<file path="config.mk">
export PLATFORM = sky130hd
export DESIGN_NAME = bit_serial_sub
export DESIGN_NICKNAME = d
export VERILOG_FILES = /design/src/rtl/bit_serial_sub.sv
export SDC_FILE = /design/constraint.sdc
export NUM_CORES = 1
export LEC_CHECK = 0
export BUFFER_PORTS_ARGS = -buffer_cell sky130_fd_sc_hd__buf_4
export CAP_MARGIN = 30
export CORE_UTILIZATION = 30
export DETAILED_ROUTE_END_ITERATION = 16
export GPL_TIMING_DRIVEN = 0
export SLEW_MARGIN = 5
export SYNTH_ARGS = -nofsm -noshare
export SYNTH_HDL_FRONTEND = slang
export SYNTH_SLANG_ARGS = --single-unit
</file>
<file path="constraint.sdc">
create_clock -name clk -period 3.4 [get_ports clk]
set_input_delay 0.51 -clock clk [delete_from_list [all_inputs] [get_ports clk]]
set_output_delay 0.51 -clock clk [all_outputs]
set_load 0.05 [all_outputs]
</file>
<file path="src/rtl/bit_serial_sub.sv">
// rtl/bit_serial_sub.sv - bit-serial LSB-first subtractor, optional signed overflow flag (BSUB_OVF_EN)
module bit_serial_sub #(
  parameter int WIDTH = 8
) (
  input  logic             clk,
  input  logic             rst,
  input  logic             start,
  input  logic [WIDTH-1:0] a,
  input  logic [WIDTH-1:0] b,
  output logic             busy,
  output logic             done,
  output logic [WIDTH-1:0] diff,
  output logic             borrow_out
`ifdef BSUB_OVF_EN
  ,
  output logic             ovf
`endif
);

  localparam int CW = $clog2(WIDTH + 1);

  typedef enum logic [1:0] {IDLE, SHIFT, DONE} state_t;

  state_t           state, state_next;
  logic [WIDTH-1:0] a_sr, b_sr, res, res_next;
  logic [CW-1:0]    cnt;
  logic             br, br_next, bit_d, last_bit;
`ifdef BSUB_OVF_EN
  logic             a_msb, b_msb;
`endif

  // One full-subtractor slice on the current LSBs; result enters from the MSB end
  always_comb begin
    bit_d              = a_sr[0] ^ b_sr[0] ^ br;
    br_next            = (~a_sr[0] & b_sr[0]) | (~(a_sr[0] ^ b_sr[0]) & br);
    res_next           = res >> 1;
    res_next[WIDTH-1]  = bit_d;
    last_bit           = (cnt == CW'(WIDTH - 1));
  end

  // State register
  always_ff @(posedge clk) begin
    if (rst) state <= IDLE;
    else     state <= state_next;
  end

  // Next-state: accept in IDLE, walk WIDTH bits, one DONE cycle, back to IDLE
  always_comb begin
    state_next = state;
    case (state)
      IDLE:    if (start) state_next = SHIFT;
      SHIFT:   if (last_bit) state_next = DONE;
      DONE:    state_next = IDLE;
      default: state_next = IDLE;
    endcase
  end

  // Datapath: operand capture, serial shift, result publish on the final bit
  always_ff @(posedge clk) begin
    if (rst) begin
      a_sr       <= '0;
      b_sr       <= '0;
      res        <= '0;
      br         <= 1'b0;
      cnt        <= '0;
      busy       <= 1'b0;
      done       <= 1'b0;
      diff       <= '0;
      borrow_out <= 1'b0;
`ifdef BSUB_OVF_EN
      a_msb      <= 1'b0;
      b_msb      <= 1'b0;
      ovf        <= 1'b0;
`endif
    end else begin
      done <= 1'b0;
      case (state)
        IDLE: begin
          if (start) begin
            a_sr <= a;
            b_sr <= b;
            br   <= 1'b0;
            cnt  <= '0;
            busy <= 1'b1;
`ifdef BSUB_OVF_EN
            a_msb <= a[WIDTH-1];
            b_msb <= b[WIDTH-1];
`endif
          end
        end
        SHIFT: begin
          a_sr <= a_sr >> 1;
          b_sr <= b_sr >> 1;
          res  <= res_next;
          br   <= br_next;
          cnt  <= cnt + 1'b1;
          if (last_bit) begin
            busy       <= 1'b0;
            done       <= 1'b1;
            diff       <= res_next;
            borrow_out <= br_next;
`ifdef BSUB_OVF_EN
            ovf        <= (a_msb ^ b_msb) & (bit_d ^ a_msb);
`endif
          end
        end
        default: ;
      endcase
    end
  end

endmodule

</file>
## Yosys cells after proc, flatten, opt, wreduce, memory -nomap -nowiden

Index checks and enable logic that the tools add are counted.

- Bits in registers: 42
- Input port bits: 19
- Output and inout port bits: 11
- Word-level logic and storage cells: 45

- Add/subtract/negate cells: 1
- Equal/unequal tests: 4
- Multiplexer cells: 15
- Bitwise gates (word level): 8
- Reduce and logical (&&, ||, !) cells: 7

Operator list:

| kind | number |
|---|---|
| case mux 8 bit (2 select lines) | 2 |
| 2-to-1 mux 8 bit | 2 |
| case mux 4 bit (2 select lines) | 1 |
| AND reduction 2 bit | 3 |
| adder 4 x 1 -> 4 bit (second input constant) | 1 |
| == test 4 x 3 -> 1 bit (second input constant) | 1 |
| 2-to-1 mux 1 bit | 4 |
| 2-to-1 mux 2 bit | 2 |
| 2-to-1 mux 4 bit | 1 |
| != test 2 bit (second input constant) | 2 |
| case mux 1 bit (2 select lines) | 2 |
| case mux 2 bit (2 select lines) | 1 |
| NOT 1 bit | 3 |
| AND reduction 3 bit | 1 |
| AND 1 bit | 2 |
| == test 2 x 1 -> 1 bit (second input constant) | 1 |
| zero test 2 bit | 1 |
| nonzero test 2 bit | 1 |
| OR reduction 2 bit | 1 |
| bitwise XOR 1 bit | 2 |
| bitwise OR 1 bit | 1 |

## Logic depth before layout (Yosys ltp)

Gate-level depths: netlist (run 1).

- Word-level depth: 5
- Depth in mapped cells: 6
- Mapped depth without buffers: 5

## Least setup slack after synthesis (run 1)

No wires, ideal clock.

- Kind: register -> register
- Start: register cnt[0]
- End: register borrow_out
- Setup time: 60 ps
- Data arrival time: 1277 ps
- Required time: 3340 ps
- Path slack: 2062 ps
- Stages on the path, launching flop included: 5
- Path buffers: 0
- Clock period less this slack: 1338 ps
- Cell sequence: dfxtp_1 > ha_1 > and4b_4 > nor3b_4 > a22o_1

- Cells in the longest elaborated chain, start to end: 2

Ends and longest elaborated chain:

| item | line | text |
|---|---|---|
| start: declaration | 26 | `logic [CW-1:0] cnt;` |
| start signal: assignment | 96 | `cnt <= cnt + 1'b1;` |
| == test 4 x 3 -> 1 bit | 38 | `last_bit = (cnt == CW'(WIDTH - 1));` |
| AND reduction 2 bit (no source line) | n/a |  |
| end signal: assignment | 101 | `borrow_out <= br_next;` |
| end: declaration | 13 | `output logic borrow_out` |

Every way passes these cells.
A chain may end at the register's enable or synchronous reset.

## Final worst setup path (run 1)

Ends and elaborated chain as after synthesis.

==> results of run 1 <==
-- per-stage QoR --
step | utilization | hold WS [ps] | power, mW | instances
finish | 0.394 | 456 | 1.01 | 285
global route | 0.394 | 462 | 1.06 | 285
CTS | 0.394 | 453 | 1.03 | 285
detailed placement | 0.372 | 450 | 0.629 | 277
global placement | 0.372 | 445 | 0.628 | 277
floorplan | - | 437 | 0.592 | 179
-- power by group --
group          leakage [nW]  internal, mW  switching (mW)
sequential            0.335         0.501          0.0125
clock                0.0543         0.220           0.176
combinational         0.439        0.0454          0.0581
-- critical path, delay by kind of cell, from the launching register on --
family / cells / cell delay [ps]
and+or+nand+nor: 2 / 680
adders and majority gates: 1 / 230
DFF: 1 / 380
AOI/OAI and AO/OA: 1 / 210
-- cell type report --
| type | instances | area share |
|---|---|---|
| clock buffer | 5 | 0.0338 |
| multi-input combinational | 122 | 0.351 |
| tap | 70 | 0.0430 |
| buffer | 12 | 0.0356 |
| sequential | 41 | 0.403 |
| clock inverter | 3 | 0.0227 |
| timing repair buffer | 28 | 0.103 |
| inverter | 4 | 0.00737 |
-- final timing paths --
kind	slack [ps]	cells past startpoint	start	end
worst max register to register	1850	4	cnt[0]$_SDFFE_PP0P_	borrow_out$_SDFFE_PP0P_
worst max-delay path	1850	4	cnt[0]$_SDFFE_PP0P_	borrow_out$_SDFFE_PP0P_
worst min register to register	460	2	res[1]$_SDFFE_PP0P_	res[1]$_SDFFE_PP0P_
worst min-delay path	460	3	b[5]	b_sr[5]$_SDFFE_PP0P_
-- routing by layer --
metal	share of wire	GRT usage	vias to the layer above	routed length (microns)
met5	0	0	-	0
met4	0.021	0.0679	0	70
met3	0.041	0.0384	7	137
met2	0.44	0.200	23	1460
met1	0.50	0.156	594	1650
li1	-	-	695	-
-- state kept, by name, indices dropped and copies added, names as in the netlist --
| signal | flops |
|---|---|
| b_sr | 8 |
| res | 7 |
| busy | 1 |
| cnt | 4 |
| diff | 8 |
| done | 1 |
| state | 2 |
| borrow_out | 1 |
| br | 1 |
| a_sr | 8 |
-- synthesized netlist by cell type --
| cell type | instances |
|---|---|
| o22ai_1 | 2 |
| nor3b_4 | 1 |
| nor2b_1 | 4 |
| o21bai_2 | 1 |
| nor3b_1 | 1 |
| or2_2 | 1 |
| inv_1 | 4 |
| a22oi_1 | 2 |
| or3_1 | 1 |
| clkbuf_1 | 4 |
| and4b_4 | 1 |
| a22o_1 | 9 |
| nand3_1 | 2 |
| dfxtp_1 | 41 |
| a31oi_1 | 1 |
| buf_6 | 1 |
| o21a_1 | 1 |
| o211a_1 | 1 |
| nor2_1 | 16 |
| ha_1 | 1 |
| nand2_1 | 31 |
| buf_4 | 1 |
| buf_2 | 5 |
| and2b_2 | 1 |
| clkbuf_8 | 1 |
| a221oi_1 | 1 |
| o21ba_2 | 1 |
| a211oi_1 | 14 |
| a21oi_1 | 24 |
| a21oi_2 | 1 |
| nor3_1 | 2 |
| fa_1 | 1 |
| nand2b_1 | 1 |
-- cells by family after synthesis --
| family | Yosys count | synth area share |
|---|---|---|
| adders and majority gates | 2 | 0.0200 |
| AOI/OAI and AO/OA | 58 | 0.243 |
| and+or+nand+nor | 62 | 0.178 |
| buffers and inverters | 16 | 0.0539 |
| DFF | 41 | 0.505 |
==> summary.txt, run 1 <==
Timing
  • Worst Tran Pin Value: 479 ps
  • F_max: 645 MHz
  • Final hold vios: 0
  • Final setup fails: 0
  • Min cycle time layout: 1550 ps
  • Max transition margin: 0.681
  • Final worst slack: 1850 ps
  • Period utilization: 0.456
  • RSZ-0062 raised after global routing: no
  • Clock Skews: 9.50 ps
  • Max Slew Vio Count: 0
  • Setup_tns: 0 ps

Placement
  • DPL Wire Length: 2290 microns
  • Port bufs: 28
  • RD Place Congestion: 0.711
  • Post-placement setup slack: 1700 ps
  • Placed instance area: 1920 sq um

Die
  • Die span in x: 75.6 microns
  • Die ar.: 5710 sq um
  • Row count: 26
  • Die H: 75.6 microns
  • # IOs: 30
  • Starting Density: 0.314
  • Core box area: 5170 sq um

Worst setup path
  • CP Class: reg -> reg
  • Crit path largest cell delay: 410 ps
  • Worst Path Arrival: 1790 ps
  • CP Cell Sequence: ha_1, and4b_4, nor3b_4, a22o_1
  • Critical Path RT: 3640 ps
  • Crit-path max FO: 10
  • CP Launch Type: register
  • Crit path max-delay cell type: nor3b_4
  • Crit. End Element: register

Drt
  • Vias: 1319
  • Vias/cell: 4.63
  • 1st-iter DRT viols: 62
  • Drt wl/cell: 11.7 microns
  • Routed Antenna Nets: 0
  • First-pass detailed-route iteration total: 4
  • Final WL: 3320 microns
  • Residual DRC: 0

Clock tree
  • Worst-path clk slew: 80 ps
  • Setup Fix Bufs, Post-CTS: 0
  • Worst skew pair latency: 300 ps
  • H-tree levels: 2
  • CTS max path bufs: 2
  • # clock sinks: 41
  • Cts-stage hold buffer count: 0
  • PostCTS Resize Cnt: 0
  • Cell at the root of the clock tree: clkbuf_8
  • CTS tree: yes
  • TritonCTS Buffers: 5

Cells and area
  • Final-layout fill cell count: 538
  • Area Growth Syn to Fin: 25.4%
  • Layout Nets: 235
  • Post-route cell area: 2040 sq um
  • Commonest non-fill, non-tap cells in the layout: dfxtp_1, nand2_1, buf_4
  • Diodes inserted: 0
  • Register area: 821 sq um
  • Commonest non-fill, non-tap cell in the layout: dfxtp_1
  • Multi-input logic area: 716 sq um
  • Layout cell share with drive strength beyond 1: 0.237

GRT
  • Vias in the first global route: 1190
  • Congestion Overflow GR: 0
  • First-pass GRT wire length: 5390 microns
  • Initial antenna violation count: 0
  • GRT Total Usage: 0.127
  • Largest net degree at the start of global routing: 15

Synthesis
  • #FFs+latches synth: 41
  • Synth unique cells: 33
  • Cell area after synthesis: 1620 sq um
  • Sequential element share of the synthesized area: 0.505
  • Synth top area cells: dfxtp_1, a21oi_1, nand2_1
  • Syn Area/Cell: 9.07 sq um
  • Cell taking the most area after synthesis: dfxtp_1
  • Mapped Nets: 200
  • Top cell type's share of synthesized area: 0.505
  • Synthesized instance count: 179
  • Ys Warns: 0

Pwr
  • PD cells: 497 nW/um^2
  • IR drop worst, VDD: 228 uV
  • P_leak: 0.828 nW

Run status
  • Status: finished clean

Run
  • Max_cap viols: 0

Min path
  • Min-Delay Path Class: in -> reg
Power figures use the tool's default switching activity.
==> run 2, diff against run 1 <==
ABC_AREA = 1   (was default)
clock period = 1.57 ns   (was 3.4 ns; I/O delays follow)
==> run 2 against run 1 <==
Effect of this change:
- fmax increased by 16%
- register-to-register slack got worse by 1600 ps
- critical endpoint is now br$_SDFFE_PP0P_
- clock power increased to 2.5 times the previous value
- critical path type unchanged
- worst setup slack got worse by 1600 ps
==> summary.txt, run 2 <==
Run status
  • Status: finished clean (unchanged)

Synthesis
  • Largest family of logic cells by synthesized area: simple AND/OR/NAND/NOR gates (was compound AO/OA/AOI/OAI gates)
  • Syn Area/Cell: 7.29 sq um (was 9.07 sq um)
  • Mux share of post-synthesis cell area: 0 (unchanged)
  • Post-Synth Adder-Cell Area: 0.0192 (was 0.0200)
  • Sequential element share of the synthesized area: 0.485 (was 0.505)
  • Mapped Nets: 253 (was 200)
  • Ys Warns: 0 (unchanged)
  • Top cell type's share of synthesized area: 0.485 (was 0.505)
  • Leading cell types by count after synthesis: nand2_1, nor2_1, dfxtp_1 (was dfxtp_1, nand2_1, a21oi_1)
  • #FFs+latches synth: 41 (unchanged)
  • Post-Synth Simple-Gate Area: 0.308 (was 0.178)
  • Cell area after synthesis: 1690 sq um (was 1620 sq um)
  • Synth Flop Type: dfxtp_1 (unchanged)
  • Cell taking the most area after synthesis: dfxtp_1 (unchanged)
  • Number of synthesized flops with an enable pin: 0 (unchanged)
  • Synth unique cells: 23 (was 33)
  • Post-synthesis compound-gate area fraction: 0.126 (was 0.243)
  • Post-Synth XOR/XNOR Area: 0 (unchanged)
  • Synth top area cells: dfxtp_1, nand2_1, nor2_1 (was dfxtp_1, a21oi_1, nand2_1)
  • Synthesized instance count: 232 (was 179)
  • Share of flip-flops with an asynchronous set or reset: 0 (unchanged)
  • Count leader, synth: nand2_1 (was dfxtp_1)

Pwr
  • IR drop worst, VDD: 535 uV (was 228 uV)
  • PD cells: 1140 nW/um^2 (was 497 nW/um^2)
  • P_leak: 0.949 nW (was 0.828 nW)

GRT
  • Initial antenna violation count: 0 (unchanged)
  • Largest net degree at the start of global routing: 14 (was 15)
  • First-pass GRT wire length: 6710 microns (was 5390 microns)
  • Vias in the first global route: 1502 (was 1190)
  • GRT Total Usage: 0.142 (was 0.127)
  • Congestion Overflow GR: 0 (unchanged)

Timing
  • Period utilization: 0.850 (was 0.456)
  • F_max: 750 MHz (was 645 MHz)
  • Max transition margin: 0.684 (was 0.681)
  • Final worst slack: 236 ps (was 1850 ps)
  • Final setup fails: 0 (unchanged)
  • Clock Skews: 6.03 ps (was 9.50 ps)
  • Max Slew Vio Count: 0 (unchanged)
  • Setup_tns: 0 ps (unchanged)
  • Worst Tran Pin Value: 474 ps (was 479 ps)
  • RSZ-0062 raised after global routing: no (unchanged)
  • Final hold vios: 0 (unchanged)
  • Min cycle time layout: 1330 ps (was 1550 ps)

Placement
  • DPL Wire Length: 2690 microns (was 2290 microns)
  • Placed instance area: 2000 sq um (was 1920 sq um)
  • Port bufs: 29 (was 28)
  • Post-placement setup slack: 251 ps (was 1700 ps)
  • RD Place Congestion: 0.822 (was 0.711)

Worst setup path
  • Crit. End Element: register (unchanged)
  • CP Class: reg -> reg (unchanged)
  • Worst Path Arrival: 1550 ps (was 1790 ps)
  • Crit-path max FO: 2 (was 10)
  • CP Launch Type: register (unchanged)
  • Crit path max-delay cell type: fa_1 (was nor3b_4)
  • Crit path largest cell delay: 440 ps (was 410 ps)
  • Critical Path RT: 1790 ps (was 3640 ps)
  • CP Cell Sequence: inv_1, fa_1, or2_2, a21oi_1 (was ha_1, and4b_4, nor3b_4, a22o_1)

Drt
  • Routed Antenna Nets: 0 (unchanged)
  • Residual DRC: 0 (unchanged)
  • 1st-iter DRT viols: 104 (was 62)
  • Vias: 1507 (was 1319)
  • Drt wl/cell: 11.1 microns (was 11.7 microns)
  • Final WL: 3750 microns (was 3320 microns)
  • Vias/cell: 4.45 (was 4.63)
  • First-pass detailed-route iteration total: 4 (unchanged)

Cells and area
  • Area Growth Syn to Fin: 26.0% (was 25.4%)
  • Layout Nets: 289 (was 235)
  • Commonest non-fill, non-tap cells in the layout: nand2_1, nor2_1, dfxtp_1 (was dfxtp_1, nand2_1, buf_4)
  • Multi-input logic area: 768 sq um (was 716 sq um)
  • Layout cell share with drive strength beyond 1: 0.223 (was 0.237)
  • Diodes inserted: 0 (unchanged)
  • Register area: 821 sq um (unchanged)
  • Largest registers: a_sr (8), b_sr (8), diff (8) (unchanged)
  • Commonest non-fill, non-tap cell in the layout: nand2_1 (was dfxtp_1)
  • Post-route cell area: 2130 sq um (was 2040 sq um)
  • Final-layout fill cell count: 582 (was 538)

Die
  • Die ar.: 5940 sq um (was 5710 sq um)
  • Starting Density: 0.321 (was 0.314)
  • Core box area: 5270 sq um (was 5170 sq um)
  • Row count: 26 (unchanged)
  • # IOs: 30 (unchanged)
  • Die H: 77.1 microns (was 75.6 microns)
  • Die span in x: 77.1 microns (was 75.6 microns)

Clock tree
  • Worst-path clk slew: 80 ps (about the same)
  • PostCTS Resize Cnt: 0 (unchanged)
  • Worst skew pair latency: 290 ps (was 300 ps)
  • # clock sinks: 41 (unchanged)
  • Setup Fix Bufs, Post-CTS: 0 (unchanged)
  • TritonCTS Buffers: 5 (unchanged)
  • CTS max path bufs: 2 (unchanged)
  • Cts-stage hold buffer count: 0 (unchanged)
  • Cell at the root of the clock tree: clkbuf_8 (unchanged)
  • CTS tree: yes (unchanged)
  • H-tree levels: 2 (unchanged)

Run
  • Max_cap viols: 0 (unchanged)

Min path
  • Min-Delay Path Class: in -> reg (unchanged)
==> run 2: cell count changes after synthesis, moves of 3 or more <==
cell      delta
a21oi_1      -8
inv_1        +4
nor2b_1      -4
a22o_1       -9
o21ai_0     +21
a211oi_1    -14
o21ai_1      +4
nand2_1     +32
nor2_1      +29
nand3_1      +3
nand2_2      +9
==> run 2: area by class of cell <==
type	count	share of cell area
well taps	70	0.0411
clock inverters	3	0.0305
clock buffers	5	0.0323
repair buffers	29	0.102
plain buffers	10	0.0276
multi-input cells	170	0.361
inverters	11	0.0206
flip-flops and latches	41	0.385
==> run 2: per-stage QoR <==
stage                      util  std cells  hold WS (ps)  total power [mW]
after floorplan               -        232           305              1.35
after global placement    0.379        331           455              1.45
after detailed placement  0.379        331           457              1.45
after CTS                 0.404        339           150              2.45
after global routing      0.404        339           148              2.54
final                     0.404        339           157              2.42
==> run 2: cells by family after synthesis <==
logic type | count (synthesis)
simple gates | 126
flops | 41
fa+ha+maj | 2
buf+inv | 21
compound gates | 42
==> run 2: routing by layer <==
metal  GRT usage  up-vias  wire, microns
li1            -      807              -
met1       0.179      659           1870
met2       0.228       35           1640
met3      0.0321        6            170
met4      0.0679        0             72
met5           0        -              0
==> run 2: critical path: cells and delay by family (launching register included) <==
family	cells	cell delay [ps]
flip-flops	1	330
buffers and inverters	1	60
AO/OA/AOI/OAI	1	130
AND/OR/NAND/NOR	1	310
adder cells (fa/ha/maj)	1	440
==> run 2: where the power goes <==
group | leakage, nW | switching (mW) | internal, mW
combinational | 0.545 | 0.165 | 0.117
sequential | 0.336 | 0.0395 | 1.10
clock | 0.0681 | 0.365 | 0.632
==> run 2: worst paths after layout <==
kind / slack (ps) / from / endpoint / cells past startpoint
max reg2reg: 240 / b_sr[0]$_SDFFE_PP0P_ / br$_SDFFE_PP0P_ / 4
min reg2reg: 470 / diff[7]$_SDFFE_PP0P_ / diff[7]$_SDFFE_PP0P_ / 2
max: 240 / b_sr[0]$_SDFFE_PP0P_ / br$_SDFFE_PP0P_ / 4
min: 160 / rst / cnt[3]$_SDFFE_PP0P_ / 2
==> run 3, diff against run 2 <==
clock period = 1.2 ns   (was 1.57 ns; I/O delays follow)
==> run 3 against run 2 <==
Effect of this change:
- global-route usage up 0.78 points
- combinational power up 51%
- fmax up 13%
- non-clock buffer count up 5
- critical path type unchanged
- largest cell class is now multi-input gates
- largest power group unchanged
==> summary.txt, run 3 (synthesis results as in run 2) <==
Cells and area
  • Layout Nets: 296 (was 289)
  • Multi-input logic area: 891 sq um (was 768 sq um)
  • Commonest non-fill, non-tap cell in the layout: nand2_1 (unchanged)
  • Layout cell share with drive strength beyond 1: 0.344 (was 0.223)
  • Largest registers: a_sr (8), b_sr (8), diff (8) (unchanged)
  • Diodes inserted: 0 (unchanged)
  • Post-layout util: 0.443 (was 0.404)
  • Final-layout fill cell count: 574 (was 582)
  • Filler-free cell count of the finished design: 346 (was 339)
  • Register area: 835 sq um (was 821 sq um)
  • Area Growth Syn to Fin: 38.0% (was 26.0%)
  • Commonest non-fill, non-tap cells in the layout: nand2_1, nor2_1, buf_4 (was nand2_1, nor2_1, dfxtp_1)

Pwr
  • P_leak: 1.03 nW (was 0.949 nW)
  • Combinational power share: 0.132 (was 0.117)
  • Final Power: 3.23 mW (was 2.42 mW)
  • P_sw: 0.776 mW (was 0.569 mW)
  • Sw Share: 0.240 (was 0.235)
  • PD cells: 1380 nW/um^2 (was 1140 nW/um^2)
  • P_int: 2.46 mW (was 1.85 mW)
  • Register share of total power: 0.464 (was 0.471)
  • IR drop worst, VDD: 702 uV (was 535 uV)
  • Clock network fraction of total power: 0.404 (was 0.412)

GRT
  • Grt met1 use: 0.187 (was 0.179)
  • GRT met2 Usage: 0.247 (was 0.228)
  • Initial antenna violation count: 0 (unchanged)
  • First-pass GRT wire length: 7080 microns (was 6710 microns)
  • Largest net degree at the start of global routing: 14 (unchanged)
  • Most crowded layer after global routing: met2 (unchanged)
  • Vias in the first global route: 1567 (was 1502)
  • GRT Total Usage: 0.150 (was 0.142)
  • Met3 Use GR: 0.0321 (unchanged)
  • Congestion Overflow GR: 0 (unchanged)

Worst setup path
  • Worst Path Arrival: 1400 ps (was 1550 ps)
  • CP Class: reg -> reg (unchanged)
  • Crit path largest cell delay: 560 ps (was 440 ps)
  • Reg2reg path depth: 4 (unchanged)
  • Crit. End Element: register (unchanged)
  • Crit path buf inv count: 1 (unchanged)
  • CP Launch Type: register (unchanged)
  • Family with the most delay on the worst path: adder cells (unchanged)
  • CP Cell Sequence: inv_2, fa_2, nand2_2, a21oi_2 (was inv_1, fa_1, or2_2, a21oi_1)
  • Crit-path max FO: 2 (unchanged)
  • Crit. path cell count: 4 (unchanged)
  • Crit path max-delay cell type: fa_2 (was fa_1)
  • Critical Path RT: 1420 ps (was 1790 ps)

Clock tree
  • Cell at the root of the clock tree: clkbuf_8 (unchanged)
  • Worst skew pair latency: 290 ps (about the same)
  • CTS tree: yes (unchanged)
  • Cts-stage hold buffer count: 0 (unchanged)
  • CTS max path bufs: 2 (unchanged)
  • # clock sinks: 41 (unchanged)
  • Worst-path clk slew: 80 ps (about the same)
  • TritonCTS Buffers: 5 (unchanged)
  • H-tree levels: 2 (unchanged)

Min path
  • Hold depth: 2 (unchanged)
  • Min-Delay Path Class: in -> reg (unchanged)

Timing
  • Final worst slack: 23.6 ps (was 236 ps)
  • Worst hold slack: 97.2 ps (was 157 ps)
  • Final hold vios: 0 (unchanged)
  • Max Slew Vio Count: 0 (unchanged)
  • Min cycle time layout: 1180 ps (was 1330 ps)
  • Worst Tran Pin Value: 546 ps (was 474 ps)
  • Clock Skews: 4.44 ps (was 6.03 ps)
  • Period utilization: 0.980 (was 0.850)
  • Final setup fails: 0 (unchanged)
  • F_max: 850 MHz (was 750 MHz)
  • RSZ-0062 raised after global routing: yes (was no)
  • Max transition margin: 0.636 (was 0.684)

Placement
  • RD Place Congestion: 0.822 (unchanged)
  • Post-Place Cells: 331 (unchanged)
  • Post-placement setup slack: -119 ps (was 251 ps)
  • DPL Wire Length: 2690 microns (unchanged)
  • Port bufs: 29 (unchanged)

Die
  • Die H: 77.1 microns (unchanged)
  • Starting Density: 0.321 (unchanged)
  • Core box area: 5270 sq um (unchanged)
  • Die span in x: 77.1 microns (unchanged)
  • Row count: 26 (unchanged)
  • Die ar.: 5940 sq um (unchanged)
  • # IOs: 30 (unchanged)

Run
  • Max_cap viols: 0 (unchanged)

Drt
  • Residual DRC: 0 (unchanged)
  • Drt wl/cell: 12.0 microns (was 11.1 microns)
  • Vias/cell: 4.49 (was 4.45)
  • First-pass detailed-route iteration total: 6 (was 4)
  • 1st-iter DRT viols: 69 (was 104)
  • Routed Antenna Nets: 0 (unchanged)
  • Vias: 1555 (was 1507)
  • Final WL: 4160 microns (was 3750 microns)

Run status
  • Status: finished clean (unchanged)
-- run 3: cell types whose count changed in the layout (fill, tap and decap cells not counted), sizes merged --
| cell | delta |
|---|---|
| buf | +5 |
| clkinv | +1 |
| inv | -1 |
| nand2 | +1 |
| nor2 | +1 |
-- run 3: final cells by class --
cell class	instances	area share
Clock buffer	5	0.0295
Multi-Input combinational cell	172	0.382
Buffer	9	0.0252
Timing Repair Buffer	35	0.118
Clock inverter	3	0.0279
Inverter	11	0.0230
Tap cell	70	0.0375
Sequential cell	41	0.357
-- run 3: final timing paths --
| kind | from | slack (ps) | end |
|---|---|---|---|
| min reg2reg | diff[2]$_SDFFE_PP0P_ | 460 | diff[2]$_SDFFE_PP0P_ |
| max | b_sr[0]$_SDFFE_PP0P_ | 20 | diff[7]$_SDFFE_PP0P_ |
| min | rst | 100 | br$_SDFFE_PP0P_ |
| max reg2reg | b_sr[0]$_SDFFE_PP0P_ | 20 | diff[7]$_SDFFE_PP0P_ |
-- run 3: repair_timing --
action	4_1_cts	5_1_grt
resized for setup	14	40
setup buffers	1	5
endpoints found under the hold margin	0	0
pin swaps	4	16
cloned	2	0
endpoints found under the setup margin	14	34
-- run 3: layer usage --
layer  part of all wire  vias up
met5                  0        -
met4              0.011        0
met3              0.037        4
met2               0.47       33
met1               0.48      695
li1                   -      823
-- run 3: power groups by stage --
stage | sequential, mW | combinational (mW) | clock, mW
3_5_place_dp | 1.52 | 0.372 | 0
6_report | 1.50 | 0.427 | 1.31
2_1_floorplan | 1.52 | 0.245 | 0
3_3_place_gp | 1.52 | 0.370 | 0
4_1_cts | 1.49 | 0.389 | 1.34
5_1_grt | 1.51 | 0.484 | 1.40
-- run 3: stage by stage --
step | TNS, ps | area [sq um]
3_5_place_dp | -743 | 2000
5_1_grt | -274 | 2330
2_1_floorplan | 0 | 1690
3_3_place_gp | -533 | 2000
4_1_cts | -48.7 | 2190
6_report | 0 | 2330
